**config.mk**
```make
export PLATFORM = sky130hd
export DESIGN_NAME = edge_capture_flat
export DESIGN_NICKNAME = d
export VERILOG_FILES = /design/src/rtl/edge_capture_pkg.sv /design/src/rtl/edge_capture_if.sv /design/src/rtl/edge_capture_ch.sv /design/src/rtl/edge_capture.sv /design/src/flat_wrapper.sv
export SDC_FILE = /design/constraint.sdc
export NUM_CORES = 1
export LEC_CHECK = 0
export BUFFER_PORTS_ARGS = -buffer_cell sky130_fd_sc_hd__buf_2
export CORE_ASPECT_RATIO = 1.75
export CORE_MARGIN = 2
export CORE_UTILIZATION = 30
export DETAILED_ROUTE_END_ITERATION = 7
export PLACE_DENSITY = 0.58
export SLEW_MARGIN = 20
export SYNTH_ARGS = -nofsm -noshare
export SYNTH_HDL_FRONTEND = slang
export SYNTH_SLANG_ARGS = --single-unit
```
**constraint.sdc**
```tcl
create_clock -name clk -period 3.7 [get_ports clk]
set_input_delay 0.185 -clock clk [delete_from_list [all_inputs] [get_ports clk]]
set_output_delay 0.185 -clock clk [all_outputs]
set_load 0.02 [all_outputs]
```
**src/rtl/edge_capture_pkg.sv**
```systemverilog
// Shared types and limits for the edge_capture block.
package gcd_pack;

    typedef enum logic [1:0] {
        EDGE_OFF  = 2'd0,
        EDGE_RISE = 2'd1,
        EDGE_FALL = 2'd2,
        EDGE_BOTH = 2'd3
    } edge_mode_e;

    localparam int unsigned EDGE_CNT_W_MAX = 16;

endpackage

```
**src/rtl/edge_capture_if.sv**
```systemverilog
// Control/status bundle between the edge_capture block and its user.
interface edge_capture_if #(
    parameter int unsigned N_CH  = 4,
    parameter int unsigned CNT_W = 8
);
    logic                    clk_en;
    logic [N_CH-1:0]         in;
    logic [2*N_CH-1:0]       mode;
    logic [N_CH-1:0]         clr;
    logic [N_CH-1:0]         ien;
    logic [N_CH-1:0]         pulse;
    logic [N_CH-1:0]         flag;
    logic [N_CH*CNT_W-1:0]   count;
    logic                    irq;

    modport master (
        output clk_en, in, mode, clr, ien,
        input  pulse, flag, count, irq
    );

    modport slave (
        input  clk_en, in, mode, clr, ien,
        output pulse, flag, count, irq
    );
endinterface

```
**src/rtl/edge_capture_ch.sv**
```systemverilog
// One edge-capture channel: optional input synchroniser, previous-sample
// register, event strobe, sticky flag and saturating counter.
// Optional: EDGE_CAPTURE_SYNC_EN adds a 2-FF synchroniser on in_i.
module edge_capture_ch
    import gcd_pack::*;
#(
    parameter int unsigned CNT_W = 8
) (
    input  logic             clk_i,
    input  logic             rst_i,
    input  logic             clk_en_i,
    input  logic             in_i,
    input  edge_mode_e       mode_i,
    input  logic             clr_i,
    output logic             pulse_o,
    output logic             flag_o,
    output logic [CNT_W-1:0] count_o
);

    logic det;

`ifdef EDGE_CAPTURE_SYNC_EN
    logic [1:0] sync_q, sync_d;

    // Synchroniser shift, runs every clock regardless of clk_en.
    always_comb begin
        sync_d = {sync_q[0], in_i};
    end

    // Synchroniser register.
    always_ff @(posedge clk_i) begin
        if (rst_i) begin
            sync_q <= 2'b00;
        end else begin
            sync_q <= sync_d;
        end
    end

    assign det = sync_q[1];
`else
    assign det = in_i;
`endif

    logic             prev_q, prev_d;
    logic             pulse_q, pulse_d;
    logic             flag_q, flag_d;
    logic [CNT_W-1:0] cnt_q, cnt_d;
    logic             ev;

    // Edge detect against the last enabled sample.
    always_comb begin
        ev = 1'b0;
        unique case (mode_i)
            EDGE_RISE: ev = ~prev_q & det;
            EDGE_FALL: ev = prev_q & ~det;
            EDGE_BOTH: ev = prev_q ^ det;
            default:   ev = 1'b0;
        endcase
    end

    // Next-state: everything holds unless clk_en; pulse drops when disabled.
    always_comb begin
        prev_d  = prev_q;
        pulse_d = 1'b0;
        flag_d  = flag_q;
        cnt_d   = cnt_q;
        if (clk_en_i) begin
            prev_d  = det;
            pulse_d = ev;
            if (ev) begin
                flag_d = 1'b1;
            end else if (clr_i) begin
                flag_d = 1'b0;
            end
            if (clr_i) begin
                cnt_d = ev ? CNT_W'(1) : '0;
            end else if (ev && (cnt_q != {CNT_W{1'b1}})) begin
                cnt_d = cnt_q + CNT_W'(1);
            end
        end
    end

    // State registers with synchronous reset.
    always_ff @(posedge clk_i) begin
        if (rst_i) begin
            prev_q  <= 1'b0;
            pulse_q <= 1'b0;
            flag_q  <= 1'b0;
            cnt_q   <= '0;
        end else begin
            prev_q  <= prev_d;
            pulse_q <= pulse_d;
            flag_q  <= flag_d;
            cnt_q   <= cnt_d;
        end
    end

    assign pulse_o = pulse_q;
    assign flag_o  = flag_q;
    assign count_o = cnt_q;

endmodule

```
**src/rtl/edge_capture.sv**
```systemverilog
// Multi-channel edge capture: per-channel slicing plus the combined irq.
// Optional: EDGE_CAPTURE_SYNC_EN (handled inside edge_capture_ch).
module edge_capture
    import gcd_pack::*;
#(
    parameter int unsigned N_CH  = 4,
    parameter int unsigned CNT_W = 8
) (
    input logic          clk,
    input logic          rst,
    edge_capture_if.slave bus
);

    if (N_CH < 1 || N_CH > 32) begin : g_bad_n_ch
        $error("edge_capture: N_CH out of range");
    end
    if (CNT_W < 1 || CNT_W > EDGE_CNT_W_MAX) begin : g_bad_cnt_w
        $error("edge_capture: CNT_W out of range");
    end

    logic [N_CH-1:0]       pulse_w;
    logic [N_CH-1:0]       flag_w;
    logic [N_CH*CNT_W-1:0] count_w;

    for (genvar i = 0; i < N_CH; i++) begin : g_ch
        edge_capture_ch #(
            .CNT_W (CNT_W)
        ) u_ch (
            .clk_i    (clk),
            .rst_i    (rst),
            .clk_en_i (bus.clk_en),
            .in_i     (bus.in[i]),
            .mode_i   (edge_mode_e'(bus.mode[2*i +: 2])),
            .clr_i    (bus.clr[i]),
            .pulse_o  (pulse_w[i]),
            .flag_o   (flag_w[i]),
            .count_o  (count_w[i*CNT_W +: CNT_W])
        );
    end

    assign bus.pulse = pulse_w;
    assign bus.flag  = flag_w;
    assign bus.count = count_w;

    // ien acts combinationally on the registered flags.
    always_comb begin
        bus.irq = |(flag_w & bus.ien);
    end

endmodule

```
**src/flat_wrapper.sv**
```systemverilog
// flat-port wrapper written by rule: the top's interface ports become plain ports
module edge_capture_flat import gcd_pack::*;
#(
    parameter int unsigned N_CH  = 4,
    parameter int unsigned CNT_W = 8
)
  (clk, rst, bus_clk_en, bus_in, bus_mode, bus_clr, bus_ien, bus_pulse, bus_flag, bus_count, bus_irq);
  edge_capture_if #(.N_CH(N_CH), .CNT_W(CNT_W)) bus_i ();
  input logic clk;
  input logic rst;
  input wire logic [$bits(bus_i.clk_en)-1:0] bus_clk_en;
  input wire logic [$bits(bus_i.in)-1:0] bus_in;
  input wire logic [$bits(bus_i.mode)-1:0] bus_mode;
  input wire logic [$bits(bus_i.clr)-1:0] bus_clr;
  input wire logic [$bits(bus_i.ien)-1:0] bus_ien;
  output wire logic [$bits(bus_i.pulse)-1:0] bus_pulse;
  output wire logic [$bits(bus_i.flag)-1:0] bus_flag;
  output wire logic [$bits(bus_i.count)-1:0] bus_count;
  output wire logic [$bits(bus_i.irq)-1:0] bus_irq;
  assign bus_i.clk_en = bus_clk_en;
  assign bus_i.in = bus_in;
  assign bus_i.mode = bus_mode;
  assign bus_i.clr = bus_clr;
  assign bus_i.ien = bus_ien;
  assign bus_pulse = bus_i.pulse;
  assign bus_flag = bus_i.flag;
  assign bus_count = bus_i.count;
  assign bus_irq = bus_i.irq;
  edge_capture #(.N_CH(N_CH), .CNT_W(CNT_W)) u_core (.clk(clk), .rst(rst), .bus(bus_i));
endmodule
```
**After elaboration in Yosys (flattened, before gate mapping)**

Index checks and enable logic that the tools add are counted.

- Mux-type cells: 24
- Add/subtract/negate cells: 4
- Equal/unequal tests: 16
- Reductions and logical operators: 22
- Bitwise logic cells: 22

Operators by type and width:

| cell | count |
|---|---|
| $mux W8 | 8 |
| $add A8 B1 Y8 const B | 4 |
| $ne A8 B8 Y1 const B | 4 |
| $eq A2 B2 Y1 const B | 8 |
| $reduce_and A2 Y1 | 8 |
| $reduce_bool A2 Y1 | 8 |
| $mux W1 | 12 |
| $pmux W1 S3 | 4 |
| $not A1 Y1 | 9 |
| $and A1 B1 Y1 | 8 |
| $eq A2 B1 Y1 const B | 4 |
| $and A4 B4 Y4 | 1 |
| $logic_and A1 B1 Y1 | 4 |
| $reduce_or A4 Y1 | 1 |
| $xor A1 B1 Y1 | 4 |
| $reduce_or A2 Y1 | 1 |

- Register bits: 44
- Logic and storage cells: 104
- Output and inout port bits: 41
- Input port bits: 23

**Depth between registers and ports, before layout**

- Depth in word-level cells: 6
- Depth in mapped cells: 8
- Depth with buffers taken out: 7

**Cells and area by module**

From an unflattened synthesis, not the netlist that was laid out.

- Cell total of the unflattened synthesis: 323
- Area total of the unflattened synthesis: 2806.4 um^2

By module, submodules not included:

| module | instances | area an instance (um^2) | cells each | sequential area each (um^2) |
|---|---|---|---|---|
| edge_capture_ch | 4 | 696.9 | 80 | 220.2 |
| edge_capture | 1 | 18.8 | 3 | 0.0 |

**Worst setup path before layout**

Ideal clock, no wire load.

- Path type: register to register
- Start: register u_core.g_ch[1].u_ch.prev_q
- End: register u_core.g_ch[1].u_ch.cnt_q[5]
- Path slack: 1.734 ns
- Cell stages (with the launch flop): 7
- Data required time: 3.578 ns
- Data arrival time: 1.844 ns
- Clock period less this slack: 1.966 ns
- Buffers on the path: 0
- Setup time: 0.122 ns
- Cell sequence: dfxtp_1 ha_1 nand2b_1 a311o_4 or4_4 a21oi_2 o22ai_1

- Cells in the longest elaborated chain, start to end: 6
- Elaborated cells on any way between the ends: 8
- Classes of those cells: 1 x mux; 4 x bitwise; 3 x reduce/logical

RTL lines:

| item | line | source |
|---|---|---|
| start: declaration | edge_capture_ch.sv:44 | `logic prev_q, prev_d;` |
| start signal: assignment | edge_capture_ch.sv:91 | `prev_q <= prev_d;` |
| $not A1 Y1 | edge_capture_ch.sv:54 | `EDGE_RISE: ev = ~prev_q & det;` |
| $and A1 B1 Y1 | edge_capture_ch.sv:54 |  |
| $pmux W1 S3 * | edge_capture_ch.sv:53 | `unique case (mode_i)` |
| $logic_and A1 B1 Y1 * | edge_capture_ch.sv:77 | `end else if (ev && (cnt_q != {CNT_W{1'b1}})) begin` |
| $reduce_bool A2 Y1 (no line) * | n/a |  |
| $reduce_and A2 Y1 (no line) * | n/a |  |
| end signal: assignment | edge_capture_ch.sv:94 | `cnt_q <= cnt_d;` |
| end: declaration | edge_capture_ch.sv:47 | `logic [CNT_W-1:0] cnt_q, cnt_d;` |

Mark *: on every way between the ends. The rest lies on a longest branch, timed or not.
A chain may end at the register's enable or synchronous reset.

**Worst setup path after layout**

- Start: register u_core.g_ch[3].u_ch.prev_q
- End: register u_core.g_ch[3].u_ch.cnt_q[2]

- Cells in the longest elaborated chain, start to end: 6
- Elaborated cells on any way between the ends: 8
- Classes of those cells: 1 x mux; 4 x bitwise; 3 x reduce/logical

RTL lines:

| item | line |
|---|---|
| start: declaration | edge_capture_ch.sv:44 |
| start signal: assignment | edge_capture_ch.sv:91 |
| $not A1 Y1 | edge_capture_ch.sv:54 |
| $and A1 B1 Y1 | edge_capture_ch.sv:54 |
| $pmux W1 S3 * | edge_capture_ch.sv:53 |
| $logic_and A1 B1 Y1 * | edge_capture_ch.sv:77 |
| $reduce_bool A2 Y1 (no line) * | n/a |
| $reduce_and A2 Y1 (no line) * | n/a |
| end signal: assignment | edge_capture_ch.sv:94 |
| end: declaration | edge_capture_ch.sv:47 |

Marks and branches as above.

==> impl_results.md <==
* Top fanout value on the critical path at 13
* Synth warn at 0
* Period minus WS final at 2180 ps
* Number of global-route vias before repair at 2454
* Total Wirelength at 6670 µm
* Number of CTS-inserted buffers at 5
* Cell Area, Synth at 2510 µm²
* Pins Over Slew Limit at 0
* Max Fclk at 459 MHz
* Pwr per Cell Area at about 420 nW/µm²
* Setup Skew at 2.84 ps
* Max-cap violations at 0
* Via-per-instance ratio at 5.49
* Final Instance Count excl. Fillers at between 400 and 500
* Final period util at 0.589
* Startpoint Class: flop
* Mapped Cells at 310
* Fin nets at 397
* Die Y at 125 µm
* Port buffer count at between 60 and 70
* Final hold vios at 0
* Max VDD drop at 0.198 mV
* Slew headroom at 0.474
* Clock tree buffer depth at 2
* DP Worst Slack at 1480 ps
* Hold buffer count at CTS at 0
* Crit. End Element: flop
* Total track usage at 0.152
* Core area at around 8200 µm²
* Hold Crit Class: in2reg
* Yosys reg bits at 44
* Clock H-tree levels at 2
* Setup violations, final at 0
* I/O pins at 64
* Slowest stage cell, crit path: a311oi_4
* Largest net degree at the start of global routing at 44
* Status: finished clean
* GRT overflow at 0
* Share of the synthesized area in the top cell type at 0.351
* Die footprint at roughly 9000 µm²
* Routability cong. at 0.867
* DRT iter0 DRCs at around 140
* Die W at 73.2 µm
* Clock Sinks at 44
* Via count at around 2500
* Post-Place Cells at 447
* Syn avg cell area at 8.10 µm²
* Critical-path cell list: ha_1 > nand2b_1 > a311oi_4 > nand2_1 > or4b_1 > a21oi_1
* Post-route cell area at between 3000 and 4000 µm²
* Setup TNS at 0 ps
* Ys async rst share at 0
* CP peak stage delay at 510 ps
* Final ANT Viol Nets at 0
* Post-cts gate resize count at 0
* Area Growth Syn to Fin at 21.4%
* Yosys top cell by area: dfxtp_1
* CP Class: reg2reg
* Leakage at approximately 1.3 nW
* Register clock-pin slew on the reported worst setup and hold paths at 60 ps
* Synth area leaders: dfxtp_1, a21oi_1, ha_1
* Root Driver: clkbuf_16
* WL/cell at 14.7 µm
* Layout cells sized above 1 at 0.220
* Pre-antenna DRT Iters at 4
* RSZ-0062 raised after global routing: false
* Post-route DRC at 0
* WP data arrival at 2400 ps
* HPWL after DPL at between 4000 and 5000 µm
* Final worst slack at 1520 ps
* DP Area at approximately 2800 µm²
* Slew of the pin with the lowest slew margin at 789 ps
* Row count at 44
* Power, Total at approximately 1.3 mW
* Initial antenna violation count at 0
* Sequential fraction of the synthesis area at 0.351
* Synth Flop Type: dfxtp_1
* EDFF count, synth at 0
* Antenna diodes at 0
* Cell variety after synth at 52
* Clock Latency Late Sink at between 200 and 300 ps
* Net Count, Synth at between 300 and 400
* First-pass GRT wire length at 11200 µm
* Post-CTS Setup Inserts at 0
* Worst Path Required at 3920 ps
* Starting density of the core at 0.306
* CTS tree: yes
==> through the flow <==
stage	util	hold slack, ps
final	0.372	174
after global routing	0.372	188
after detailed placement	0.345	466
after CTS	0.372	173
after floorplan	-	291
after global placement	0.345	459
==> report_power, final <==
group | switching (mW) | internal, mW
clock | 0.197 | 0.455
combinational | 0.0815 | 0.0455
sequential | 0.00943 | 0.484
==> registers in the layout, summed over array words and instances, names as in the netlist <==
signal,flops
u_core.g_ch.u_ch.count_o,32
u_core.g_ch.u_ch.flag_o,4
u_core.g_ch.u_ch.prev_q,4
u_core.g_ch.u_ch.pulse_o,4
==> final timing paths <==
path,start,endpoint,slack [ps],cells past startpoint
max,u_core.g_ch[3].u_ch.prev_q,u_core.g_ch[3].u_ch.count_o[2],1520,6
min,bus_in[3],u_core.g_ch[3].u_ch.prev_q,170,3
max reg2reg,u_core.g_ch[3].u_ch.prev_q,u_core.g_ch[3].u_ch.count_o[2],1520,6
min reg2reg,u_core.g_ch[0].u_ch.flag_o,u_core.g_ch[0].u_ch.flag_o,480,2
==> worst max-delay path: cells and delay by family, from the launching register on <==
family,cells,cell delay (ps)
DFF,1,320
AOI/OAI and AO/OA,2,660
adders and majority gates,1,260
and+or+nand+nor,3,870
==> cell type report <==
cell class,instances,area (µm²)
Sequential cell,44,881
Timing Repair Buffer,63,315
Clock buffer,5,125
Fill cell,864,5150
Tap cell,92,115
Multi-Input combinational cell,230,1450
Inverter,18,67.6
Clock inverter,3,90.1
==> cell usage after synthesis (2+ instances only) <==
cell type  number
a211oi_1        3
a21oi_1        33
a22oi_1         2
a31oi_1         7
and3_1          4
and4_1          2
and4b_1         2
buf_4           9
clkbuf_1        7
dfxtp_1        44
ha_1           12
inv_1          17
mux2i_1         6
nand2_1        27
nand2b_1        8
nand3_1        22
nand3b_1        3
nand4_1         6
nand4b_1        3
nor2_1         26
nor2b_1         3
nor3_1          6
o211ai_1        8
o21ai_0        11
o22ai_1         2
o41ai_1         3
or2_2           2
or3_1           4
or4_1           5
==> cells by family after synthesis <==
family,Yosys count,share of synthesized area
AO/OA/AOI/OAI,83,0.221
multiplexers,6,0.0239
AND/OR/NAND/NOR,128,0.271
adder cells (fa/ha/maj),12,0.0598
XOR/XNOR,1,0.00349
buffers and inverters,36,0.0703
flip-flops,44,0.351
==> per-layer routing <==
metal,GRT usage,share of wire
met1,0.168,0.41
met2,0.268,0.54
met3,0.0274,0.036
met4,0.0752,0.020
met5,0,0
==> layout by cell type (no fill, tap or decap), types with 4 or more instances in the layout <==
master      n
a21oi_1    33
a31oi_1     7
and3_1      4
buf_2      63
clkbuf_16   5
dfxtp_1    44
ha_1       12
inv_1      17
mux2i_1     6
nand2_1    27
nand2b_1    8
nand3_1    22
nand4_1     6
nor2_1     26
nor3_1      6
o211ai_1    8
o21ai_0    11
or3_1       4
or4_1       5
Note: power is estimated with default switching activity, not from simulation.
